File: src/rtl/mem_port_arbiter.sv
// mem_port_arbiter: round-robin arbiter sharing one memory port between fetch and data stages,
// with flushed-fetch discard and a mem_ready watchdog.
module mem_port_arbiter #(
  parameter int TIMEOUT = 255
) (
  input  logic        clk,
  input  logic        reset,
  input  logic        if_req,
  input  logic [31:0] if_addr,
  input  logic        if_flush,
  output logic        if_valid,
  output logic [31:0] if_rdata,
  input  logic        dm_req,
  input  logic        dm_we,
  input  logic [31:0] dm_addr,
  input  logic [31:0] dm_wdata,
  output logic        dm_valid,
  output logic [31:0] dm_rdata,
  output logic        mem_req,
  output logic        mem_we,
  output logic [31:0] mem_addr,
  output logic [31:0] mem_wdata,
  input  logic        mem_ready,
  input  logic [31:0] mem_rdata,
  output logic        err
);
  localparam int CW = (TIMEOUT > 255) ? $clog2(TIMEOUT + 1) : 8;
  localparam logic [CW-1:0] LIM = CW'((TIMEOUT > 0) ? TIMEOUT - 1 : 0);
  typedef enum logic [1:0] {IDLE, BUSY_IF, BUSY_DM} state_t;
  state_t state, state_n;
  logic last_dm, last_dm_n, discard, discard_n;
  logic [CW-1:0] cnt, cnt_n;
  logic mem_req_n, mem_we_n, if_valid_n, dm_valid_n, err_n;
  logic [31:0] mem_addr_n, mem_wdata_n, if_rdata_n, dm_rdata_n;
  logic el_if, el_dm, pick_dm;
  // A requester whose valid is high this cycle just completed and is masked.
  assign el_if = if_req & ~if_valid & ~if_flush;
  assign el_dm = dm_req & ~dm_valid;
  assign pick_dm = el_dm & (~el_if | ~last_dm);
  always_comb begin
    state_n = state;
    last_dm_n = last_dm;
    discard_n = discard;
    cnt_n = cnt;
    mem_req_n = mem_req;
    mem_we_n = mem_we;
    mem_addr_n = mem_addr;
    mem_wdata_n = mem_wdata;
    if_rdata_n = if_rdata;
    dm_rdata_n = dm_rdata;
    if_valid_n = 1'b0;
    dm_valid_n = 1'b0;
    err_n = 1'b0;
    if (state == IDLE) begin
      if (el_if | el_dm) begin
        state_n = pick_dm ? BUSY_DM : BUSY_IF;
        last_dm_n = pick_dm;
        discard_n = 1'b0;
        cnt_n = '0;
        mem_req_n = 1'b1;
        mem_addr_n = pick_dm ? dm_addr : if_addr;
        mem_we_n = pick_dm & dm_we;
        mem_wdata_n = pick_dm ? dm_wdata : mem_wdata;
      end
    end else if (mem_ready) begin
      state_n = IDLE;
      mem_req_n = 1'b0;
      mem_we_n = 1'b0;
      discard_n = 1'b0;
      if_valid_n = (state == BUSY_IF) & ~(discard | if_flush);
      dm_valid_n = state == BUSY_DM;
      if_rdata_n = if_valid_n ? mem_rdata : if_rdata;
      dm_rdata_n = ((state == BUSY_DM) & ~mem_we) ? mem_rdata : dm_rdata;
    end else if (TIMEOUT != 0 && cnt == LIM) begin
      state_n = IDLE;
      mem_req_n = 1'b0;
      mem_we_n = 1'b0;
      discard_n = 1'b0;
      err_n = 1'b1;
    end else begin
      cnt_n = cnt + 1'b1;
      discard_n = discard | ((state == BUSY_IF) & if_flush);
    end
  end
  always_ff @(posedge clk) begin
    if (reset) begin
      state <= IDLE;
      last_dm <= 1'b0;
      discard <= 1'b0;
      cnt <= '0;
      mem_req <= 1'b0;
      mem_we <= 1'b0;
      mem_addr <= '0;
      mem_wdata <= '0;
      if_valid <= 1'b0;
      if_rdata <= '0;
      dm_valid <= 1'b0;
      dm_rdata <= '0;
      err <= 1'b0;
    end else begin
      state <= state_n;
      last_dm <= last_dm_n;
      discard <= discard_n;
      cnt <= cnt_n;
      mem_req <= mem_req_n;
      mem_we <= mem_we_n;
      mem_addr <= mem_addr_n;
      mem_wdata <= mem_wdata_n;
      if_valid <= if_valid_n;
      if_rdata <= if_rdata_n;
      dm_valid <= dm_valid_n;
      dm_rdata <= dm_rdata_n;
      err <= err_n;
    end
  end
endmodule

File: config.mk
export PLATFORM = sky130hd
export DESIGN_NAME = mem_port_arbiter
export DESIGN_NICKNAME = d
export VERILOG_FILES = /design/src/rtl/mem_port_arbiter.sv
export SDC_FILE = /design/constraint.sdc
export NUM_CORES = 1
export LEC_CHECK = 0
export BUFFER_PORTS_ARGS = -buffer_cell sky130_fd_sc_hd__buf_2
export CAP_MARGIN = 30
export CORE_MARGIN = 4
export CORE_UTILIZATION = 35
export DETAILED_ROUTE_END_ITERATION = 16
export PLACE_DENSITY = 0.66
export SYNTH_ARGS = -nofsm -noshare
export SYNTH_HDL_FRONTEND = slang
export SYNTH_SLANG_ARGS = --single-unit
export TNS_END_PERCENT = 100
File: constraint.sdc
create_clock -name clk -period 1.72 [get_ports clk]
set_input_delay 0.344 -clock clk [delete_from_list [all_inputs] [get_ports clk]]
set_output_delay 0.344 -clock clk [all_outputs]
set_load 0.01 [all_outputs]
==> results of run 1 <==
==> power groups by stage <==
stage	Combinational [W]	Clock, W	Sequential, W
after floorplan	0.000399	0	0.00377
after global placement	0.000973	0	0.00371
after detailed placement	0.000979	0	0.00370
after CTS	0.000979	0.00343	0.00364
after global routing	0.00108	0.00355	0.00366
final	0.000979	0.00335	0.00364
==> stage by stage <==
step	power, W	cells	cell area (um2)
final	0.00796	1122	7600
after global routing	0.00828	1122	7600
after CTS	0.00804	1117	7560
after detailed placement	0.00468	1087	7020
after global placement	0.00468	1087	7020
after floorplan	0.00417	655	5360
==> cell families (layout without fill, tap and decap cells) <==
group | Yosys count | after routing | share of synthesized area [%]
and+or+nand+nor | 293 | 293 | 21.7
AOI/OAI and AO/OA | 167 | 167 | 19.2
DFF | 145 | 145 | 54.1
adders and majority gates | 2 | 2 | 0.467
other | 0 | 1 | 0
buffers and inverters | 48 | 330 | 4.48
==> per-layer routing <==
metal	GRT usage (%)	vias up	part of all wire [%]
li1	-	2717	-
met5	0	-	0
met2	29.5	225	48
met1	21.6	2394	43
met4	7.47	0	2.2
met3	5.34	28	7.2
==> state kept, by name, summed over array words and instances, names as in the netlist <==
register   count
cnt            8
discard        1
dm_rdata      32
dm_valid       1
err            1
if_rdata      32
if_valid       1
last_dm        1
mem_addr      32
mem_req        1
mem_wdata     32
mem_we         1
state          2
==> worst max path at each step <==
stage,start,endpoint,slack (ns),cells after the start
finish,state[1],mem_we,0.12,5
global route,cnt[0],cnt[4],0.01,7
CTS,cnt[0],cnt[3],0.01,7
detailed placement,if_flush,mem_addr[5],-0.03,7
global placement,if_flush,mem_addr[4],-0.01,7
floorplan,cnt[0],cnt[5],0.05,6
==> synth_stat cells (2+ instances only) <==
cell type  number  area (um2)
a2111oi_4       2        55.1
a21o_2          2        17.5
a21oi_1       106         531
a22oi_1        30         225
a31oi_1         5        31.3
a41oi_1         2        17.5
and3_1          2        12.5
buf_1           3        11.3
buf_2          18        90.1
buf_6           5        56.3
clkbuf_1       20        75.1
dfxtp_1       145        2900
ha_1            2        25.0
inv_1           2        7.51
nand2_1       263         987
nand2b_1        2        12.5
nand3_1         6        30.0
nor2_1          9        33.8
nor2b_1         2        12.5
nor3_1          2        10.0
o2111a_1        2        22.5
o21ai_0         8        40.0
==> repair_timing <==
action	CTS	global route
gates resized for setup	0	3
buffers inserted	0	4
hold buffers	0	0
setup endpoints to repair	0	8
==> worst max-delay path: stages (launching register included) <==
cell       delay, ns
dfxtp_1         0.37
or2_4           0.31
a2111oi_4       0.41
buf_12          0.23
nand2_1         0.11
o21ai_0         0.08
==> cell type report <==
class,instances,share of cell area [%]
diodes,1,0.0329
clock buffers,21,6.32
well taps,184,3.03
inverters,2,0.0987
flip-flops and latches,145,38.2
clock inverters,9,0.773
multi-input cells,462,29.6
repair buffers,298,22.0
==> results.json, run 1 <==
{
  "switching_power_w": 0.00202,
  "cts_sinks": 145,
  "io_pins": 268,
  "yosysSeqAreaShare_pct": 54.1,
  "fin_crit_sh_pct": 93.3,
  "fmax_mhz": 623,
  "post-dp-hpwl_um": 11600,
  "synth_ff_type": "dfxtp_1",
  "root_buffer": "clkbuf_16",
  "swShare_pct": 25.4,
  "rr_startpoint": "state[1]",
  "via_count": 5364,
  "end_kind": "flip-flop",
  "clkTransAtPathRegs_ns": 0.06,
  "pwr-share-comb_pct": 12.3,
  "min_from": "dm_addr[10]",
  "cts_buffer_depth": 2,
  "cts_made_buffers": 17,
  "grt_pass1_vias": 4999,
  "fp.dieH_um": 132,
  "pre_cts_slack_ns": -0.0324,
  "vias_per_cell": 4.78,
  "dr.pass1.iters": 4,
  "worst_ep_required_time_ns": 2.06,
  "die_w_um": 132,
  "tightest_slew_ns": 0.594,
  "syn_area_per_cell_um2": 8.19,
  "status": "completed",
  "p_leak_nw": 3.58,
  "r2r-end": "mem_we",
  "start_kind": "flip-flop",
  "rsz0062_at_grt": "no",
  "hold_end": "mem_addr[10]",
  "worst-setup-path-type": "flip-flop to flip-flop",
  "overflow": 0,
  "ys_types": 39,
  "start_util_pct": 36.3,
  "ys_seq_elements": 145,
  "final_cell_mix": "buf_2 (266), nand2_1 (262), dfxtp_1 (145), a21oi_1 (106), a22oi_1 (30)",
  "tns_ns": 0,
  "layout_commonest_cell": "buf_2",
  "critPathMaxFanout": 32,
  "ant_nets": 0,
  "slew_headroom_pct": 60.4,
  "finClkSkew_ns": 0.00617,
  "fin_ws_ns": 0.115,
  "wl_um": 16100,
  "multi_input_area_um2": 2250,
  "htree_levels": 4,
  "seqPwrFrac_pct": 45.7,
  "max_cap_violations": 0,
  "grt.total_usage_pct": 17.8,
  "areaGrowthSynthToFinish_pct": 41.8,
  "antenna_found_initial": 1,
  "finalMaxSlewViolations": 0,
  "layout-drive-gt1-share_pct": 36.5,
  "finalHoldViolations": 0,
  "r2r_cells": 5,
  "nFillCells": 1424,
  "layout_min_cycle_time_ns": 1.60,
  "whs_path_depth": 3,
  "synth_edf_count": 0,
  "clkPwrFrac_pct": 42.0,
  "insertion_delay_ns": 0.41,
  "hold_slack_ns": 0.111,
  "syn_inst": 655,
  "p_per_area_nw_per_um2": 1050,
  "r2r_slack_ns": 0.12,
  "syn_nets": 792,
  "regArea_um2": 2900,
  "finalSetupViolations": 0,
  "num_rows": 44,
  "drc_errors": 0,
  "grt_pass1_wl_um": 25200,
  "vdd_drop_max_mv": 0.648,
  "portBuffers": 267,
  "intPower_w": 0.00594,
  "post_drt_wl_per_cell_um": 14.4,
  "async_flop_share_pct": 0,
  "ys_warn_count": 0,
  "core_um2": 14800,
  "drt_iter0_drc": 217,
  "syn_area_um2": 5360,
  "crit_arrival_ns": 1.94,
  "gp_congestion": 0.808,
  "die_area_um2": 17400,
  "min_path_type": "input port to flip-flop",
  "grt_max_degree": 58,
  "layout.nets": 1063,
  "cts_tree": "built",
  "fin_util_pct": 51.5
}
Note: power is estimated with default switching activity, not from simulation.
==> inputs of run 2 (changes only) <==
Settings changed: PLACE_DENSITY 0.66 to default.
Clock period 1.72 ns to 2 ns, I/O delays scaled along.
==> run 2 against run 1 <==
Final cell count down 1.2%. Sequential share of layout area is 0.50 points higher. Sequential cell count stayed put. Worst setup slack improved by 0.16 ns. Total power shrank 12%. Global-route usage rose by 0.44 points. Non-clock buffer count down 13. Design area down 1.3%.
==> results.json, run 2 (synthesis results as in run 1) <==
{
  "cts_made_buffers": 17,
  "grt_max_degree": 61,
  "drt_iter0_drc": 227,
  "start_kind": "flip-flop",
  "seqPwrFrac_pct": 44.5,
  "p_per_area_nw_per_um2": 936,
  "r2r_slack_ns": 0.28,
  "slew_headroom_pct": 53.5,
  "dr.pass1.iters": 4,
  "grt.total_usage_pct": 18.2,
  "p_leak_nw": 3.53,
  "pwr-share-comb_pct": 11.7,
  "overflow": 0,
  "insertion_delay_ns": 0.41,
  "min_path_type": "input port to flip-flop",
  "num_rows": 44,
  "fin_ws_ns": 0.277,
  "worst_ep_required_time_ns": 2.34,
  "finalHoldViolations": 0,
  "die_w_um": 132,
  "intPower_w": 0.00531,
  "via_count": 5301,
  "critPathMaxFanout": 6,
  "layout_min_cycle_time_ns": 1.72,
  "io_pins": 268,
  "regArea_um2": 2900,
  "finClkSkew_ns": 0.00743,
  "finalMaxSlewViolations": 0,
  "multi_input_area_um2": 2240,
  "worst-setup-path-type": "flip-flop to flip-flop",
  "status": "completed",
  "drc_errors": 0,
  "root_buffer": "clkbuf_16",
  "grt_pass1_wl_um": 25900,
  "pre_cts_slack_ns": 0.274,
  "vias_per_cell": 4.78,
  "htree_levels": 4,
  "stdcell_count": 1108,
  "cts_setup_buffers": 0,
  "clkTransAtPathRegs_ns": 0.06,
  "fmax_mhz": 580,
  "clkPwrFrac_pct": 43.8,
  "nFillCells": 1470,
  "fin_crit_sh_pct": 86.2,
  "ant_nets": 0,
  "tightest_slew_ns": 0.697,
  "end_kind": "flip-flop",
  "areaGrowthSynthToFinish_pct": 40.0,
  "gp_congestion": 0.791,
  "switching_power_w": 0.00171,
  "portBuffers": 267,
  "tns_ns": 0,
  "crit_arrival_ns": 2.06,
  "grt_pass1_vias": 5099,
  "finalSetupViolations": 0,
  "wl_um": 16000,
  "rsz0062_at_grt": "no",
  "n_antenna_cell": 0,
  "fp.dieH_um": 132,
  "cts_tree": "built",
  "vdd_drop_max_mv": 0.575,
  "hold_slack_ns": 0.169,
  "place_inst": 1078,
  "fin_util_pct": 50.9,
  "swShare_pct": 24.4,
  "layout.nets": 1050,
  "core_um2": 14800,
  "die_area_um2": 17400,
  "start_util_pct": 36.3,
  "final_cell_mix": "buf_2 (266), nand2_1 (263), dfxtp_1 (145), a21oi_1 (106), a22oi_1 (30)",
  "post-dp-hpwl_um": 11400,
  "layout_commonest_cell": "buf_2",
  "max_cap_violations": 0,
  "cts_sinks": 145,
  "post_drt_wl_per_cell_um": 14.5,
  "antenna_found_initial": 0,
  "cts_buffer_depth": 2,
  "ctsHoldBuffers": 0,
  "cts_resized": 0,
  "layout-drive-gt1-share_pct": 35.4
}
==> run 2: cell types whose count changed in the layout (fill, tap and decap cells not counted), moves of 2 or more <==
| cell | delta |
|---|---|
| buf_4 | -11 |
| clkinvlp_4 | -4 |
| clkinv_4 | +3 |
| buf_12 | -2 |
| bufinv_16 | +2 |
==> run 2: power by group through the flow <==
| stage | Clock, W | Combinational (W) | Sequential, W |
|---|---|---|---|
| 2_1_floorplan | 0 | 0.000343 | 0.00324 |
| 3_3_place_gp | 0 | 0.000828 | 0.00318 |
| 3_5_place_dp | 0 | 0.000833 | 0.00318 |
| 4_1_cts | 0.00316 | 0.000833 | 0.00312 |
| 5_1_grt | 0.00328 | 0.000915 | 0.00314 |
| 6_report | 0.00308 | 0.000822 | 0.00312 |
==> run 2: final timing paths <==
kind,from,end,cells past startpoint
worst max-delay path,cnt[0],cnt[5],7
worst min-delay path,dm_addr[31],mem_addr[31],3
worst max register to register,cnt[0],cnt[5],7
worst min register to register,if_rdata[18],if_rdata[18],2
==> run 2: critical path, stage by stage (launching register included) <==
cell and delay [ns]:
dfxtp_1 0.32, inv_1 0.04, ha_1 0.18, and3_2 0.24, a2111oi_4 0.39, buf_4 0.21, a41oi_1 0.11, a31oi_1 0.15
==> run 2: through the flow <==
stage	power, W	instance area (um2)
2_1_floorplan	0.00359	5360
3_3_place_gp	0.00401	6930
3_5_place_dp	0.00401	6930
4_1_cts	0.00712	7510
5_1_grt	0.00734	7510
6_report	0.00702	7510
==> run 2: cell type report <==
type | instances | area share (%)
clock buffers | 20 | 6.22
clock inverters | 10 | 1.48
inverters | 2 | 0.100
multi-input cells | 462 | 29.8
flip-flops and latches | 145 | 38.7
well taps | 184 | 3.07
repair buffers | 285 | 20.6
==> run 2: routing by layer <==
metal / global-route usage, % / vias up / wire (um)
met1: 23.0 / 2381 / 7160
met2: 29.7 / 197 / 7530
met3: 6.03 / 21 / 1140
li1: - / 2702 / -
met4: 5.72 / 0 / 196
met5: 0 / - / 0
==> inputs of run 3 (changes only) <==
Settings changed: CORE_UTILIZATION 35 to 49, PLACE_DENSITY from default to 0.82.
==> run 3 against run 2 <==
Die area fell by 27%. Clock power rose by 4%. Global-route usage rose by 5.8 points. Wire length fell by 2.6%. Design area fell by 1.0%. Via count rose by 2.3%. Utilization rose by 20 points. First-iteration DRC count rose by 71%. Hold slack got worse by 0.098 ns.
==> results.json, run 3 (synthesis results as in run 1) <==
{
  "n_antenna_cell": 0,
  "r2r_cells": 7,
  "layout-drive-gt1-share_pct": 35.1,
  "p_leak_nw": 3.51,
  "crit_arrival_ns": 2.27,
  "via_count": 5422,
  "max_cap_violations": 0,
  "grt_pass1_vias": 5230,
  "vias_per_cell": 5.12,
  "fmax_mhz": 542,
  "critPathMaxFanout": 6,
  "htree_levels": 4,
  "grt_pass1_wl_um": 25000,
  "areaGrowthSynthToFinish_pct": 38.5,
  "top_layer": "met4",
  "slew_headroom_pct": 56.0,
  "dr_wl_met2_um": 7820,
  "cts_tree": "built",
  "post_drt_wl_per_cell_um": 14.7,
  "wl_um": 15600,
  "wl_met3_um": 1310,
  "slowest_stage": "a2111oi_4",
  "layout.nets": 1048,
  "hold_slack_ns": 0.0712,
  "ant_nets": 0,
  "endpoint": "cnt[5]",
  "insertion_delay_ns": 0.51,
  "final_cell_mix": "buf_2 (266), nand2_1 (263), dfxtp_1 (145), a21oi_1 (106), a22oi_1 (30)",
  "fin_area_um2": 7430,
  "start_kind": "flip-flop",
  "antenna_found_initial": 0,
  "vdd_drop_max_mv": 0.518,
  "status": "completed",
  "startpoint": "cnt[0]",
  "drt_iter0_drc": 388,
  "cts_buffer_depth": 2,
  "clkTransAtPathRegs_ns": 0.07,
  "finalHoldViolations": 0,
  "cts_resized": 0,
  "die_area_um2": 12700,
  "r2r_slack_ns": 0.15,
  "core_um2": 10500,
  "portBuffers": 267,
  "cts_setup_buffers": 0,
  "crit_chain": "inv_1, ha_1, and3_2, a2111oi_4, buf_4, a41oi_1, a31oi_1",
  "cts_sinks": 145,
  "die_w_um": 113,
  "worst-setup-path-type": "flip-flop to flip-flop",
  "cts_made_buffers": 17,
  "layout_min_cycle_time_ns": 1.85,
  "r2r-end": "cnt[5]",
  "tns_ns": 0,
  "nFillCells": 874,
  "rr_startpoint": "cnt[0]",
  "post-dp-hpwl_um": 11100,
  "start_util_pct": 51.0,
  "placed_area_um2": 6830,
  "finalSetupViolations": 0,
  "root_buffer": "clkbuf_8",
  "min_path_type": "input port to flip-flop",
  "drc_errors": 0,
  "ctsHoldBuffers": 0,
  "fin_crit_sh_pct": 92.3,
  "overflow": 0,
  "crit_path_max_incr_delay_ns": 0.41,
  "p_per_area_nw_per_um2": 961,
  "gp_congestion": 0.810,
  "min_from": "dm_addr[27]",
  "io_pins": 268,
  "fp.dieH_um": 113,
  "layout_commonest_cell": "buf_2",
  "num_rows": 37,
  "rsz0062_at_grt": "no",
  "finalMaxSlewViolations": 0,
  "dr.pass1.iters": 4,
  "finClkSkew_ns": 0.0107,
  "grt_max_degree": 52,
  "worst_ep_required_time_ns": 2.43,
  "grt.total_usage_pct": 24.0,
  "wl_met1_um": 6250,
  "tightest_slew_ns": 0.659,
  "end_kind": "flip-flop"
}
-- run 3: cell type report --
| cell class | instances | area (um2) | share of cell area, % |
|---|---|---|---|
| Sequential cell | 145 | 2900 | 39.1 |
| Clock inverter | 12 | 183 | 2.46 |
| Clock buffer | 18 | 418 | 5.63 |
| Tap cell | 136 | 170 | 2.29 |
| Inverter | 2 | 7.51 | 0.101 |
| Timing Repair Buffer | 283 | 1510 | 20.3 |
| Multi-Input combinational cell | 462 | 2240 | 30.1 |
-- run 3: worst max-delay path: cells and delay by family (launching register included) --
family                   cells  cell delay (ns)
AND/OR/NAND/NOR              1             0.25
adder cells (fa/ha/maj)      1             0.19
buffers and inverters        2             0.27
AO/OA/AOI/OAI                3             0.69
flip-flops                   1             0.37
-- run 3: how the worst min path moves through the flow --
stage / end / cells past startpoint / slack (ns)
2_1_floorplan: cnt[7] / 1 / 0.43
3_3_place_gp: if_rdata[9] / 2 / 0.44
3_5_place_dp: mem_wdata[0] / 2 / 0.44
4_1_cts: mem_addr[5] / 3 / 0.04
5_1_grt: mem_addr[1] / 3 / 0.06
6_report: mem_addr[27] / 3 / 0.07
-- run 3: power breakdown --
| group | switching [W] | internal (W) |
|---|---|---|
| clock network | 0.00118 | 0.00202 |
| logic | 0.000465 | 0.000348 |
| registers | 0.0000839 | 0.00304 |
-- run 3: per-layer routing --
layer  track usage [%]  vias to the layer above
met2              41.1                      226
met5                 0                        -
met3              7.98                       17
li1                  -                     2694
met4              6.73                        0
met1              28.9                     2485
-- run 3: metrics by stage --
stage	cells	total power [W]	util [%]	setup slack (ns)
finish	1058	0.00714	70.7	0.154
global placement	1028	0.00398	65.0	0.0625
global route	1058	0.00744	70.7	0.0151
detailed placement	1028	0.00400	65.0	0.0569
floorplan	655	0.00359	-	0.331
CTS	1058	0.00720	70.7	0.156
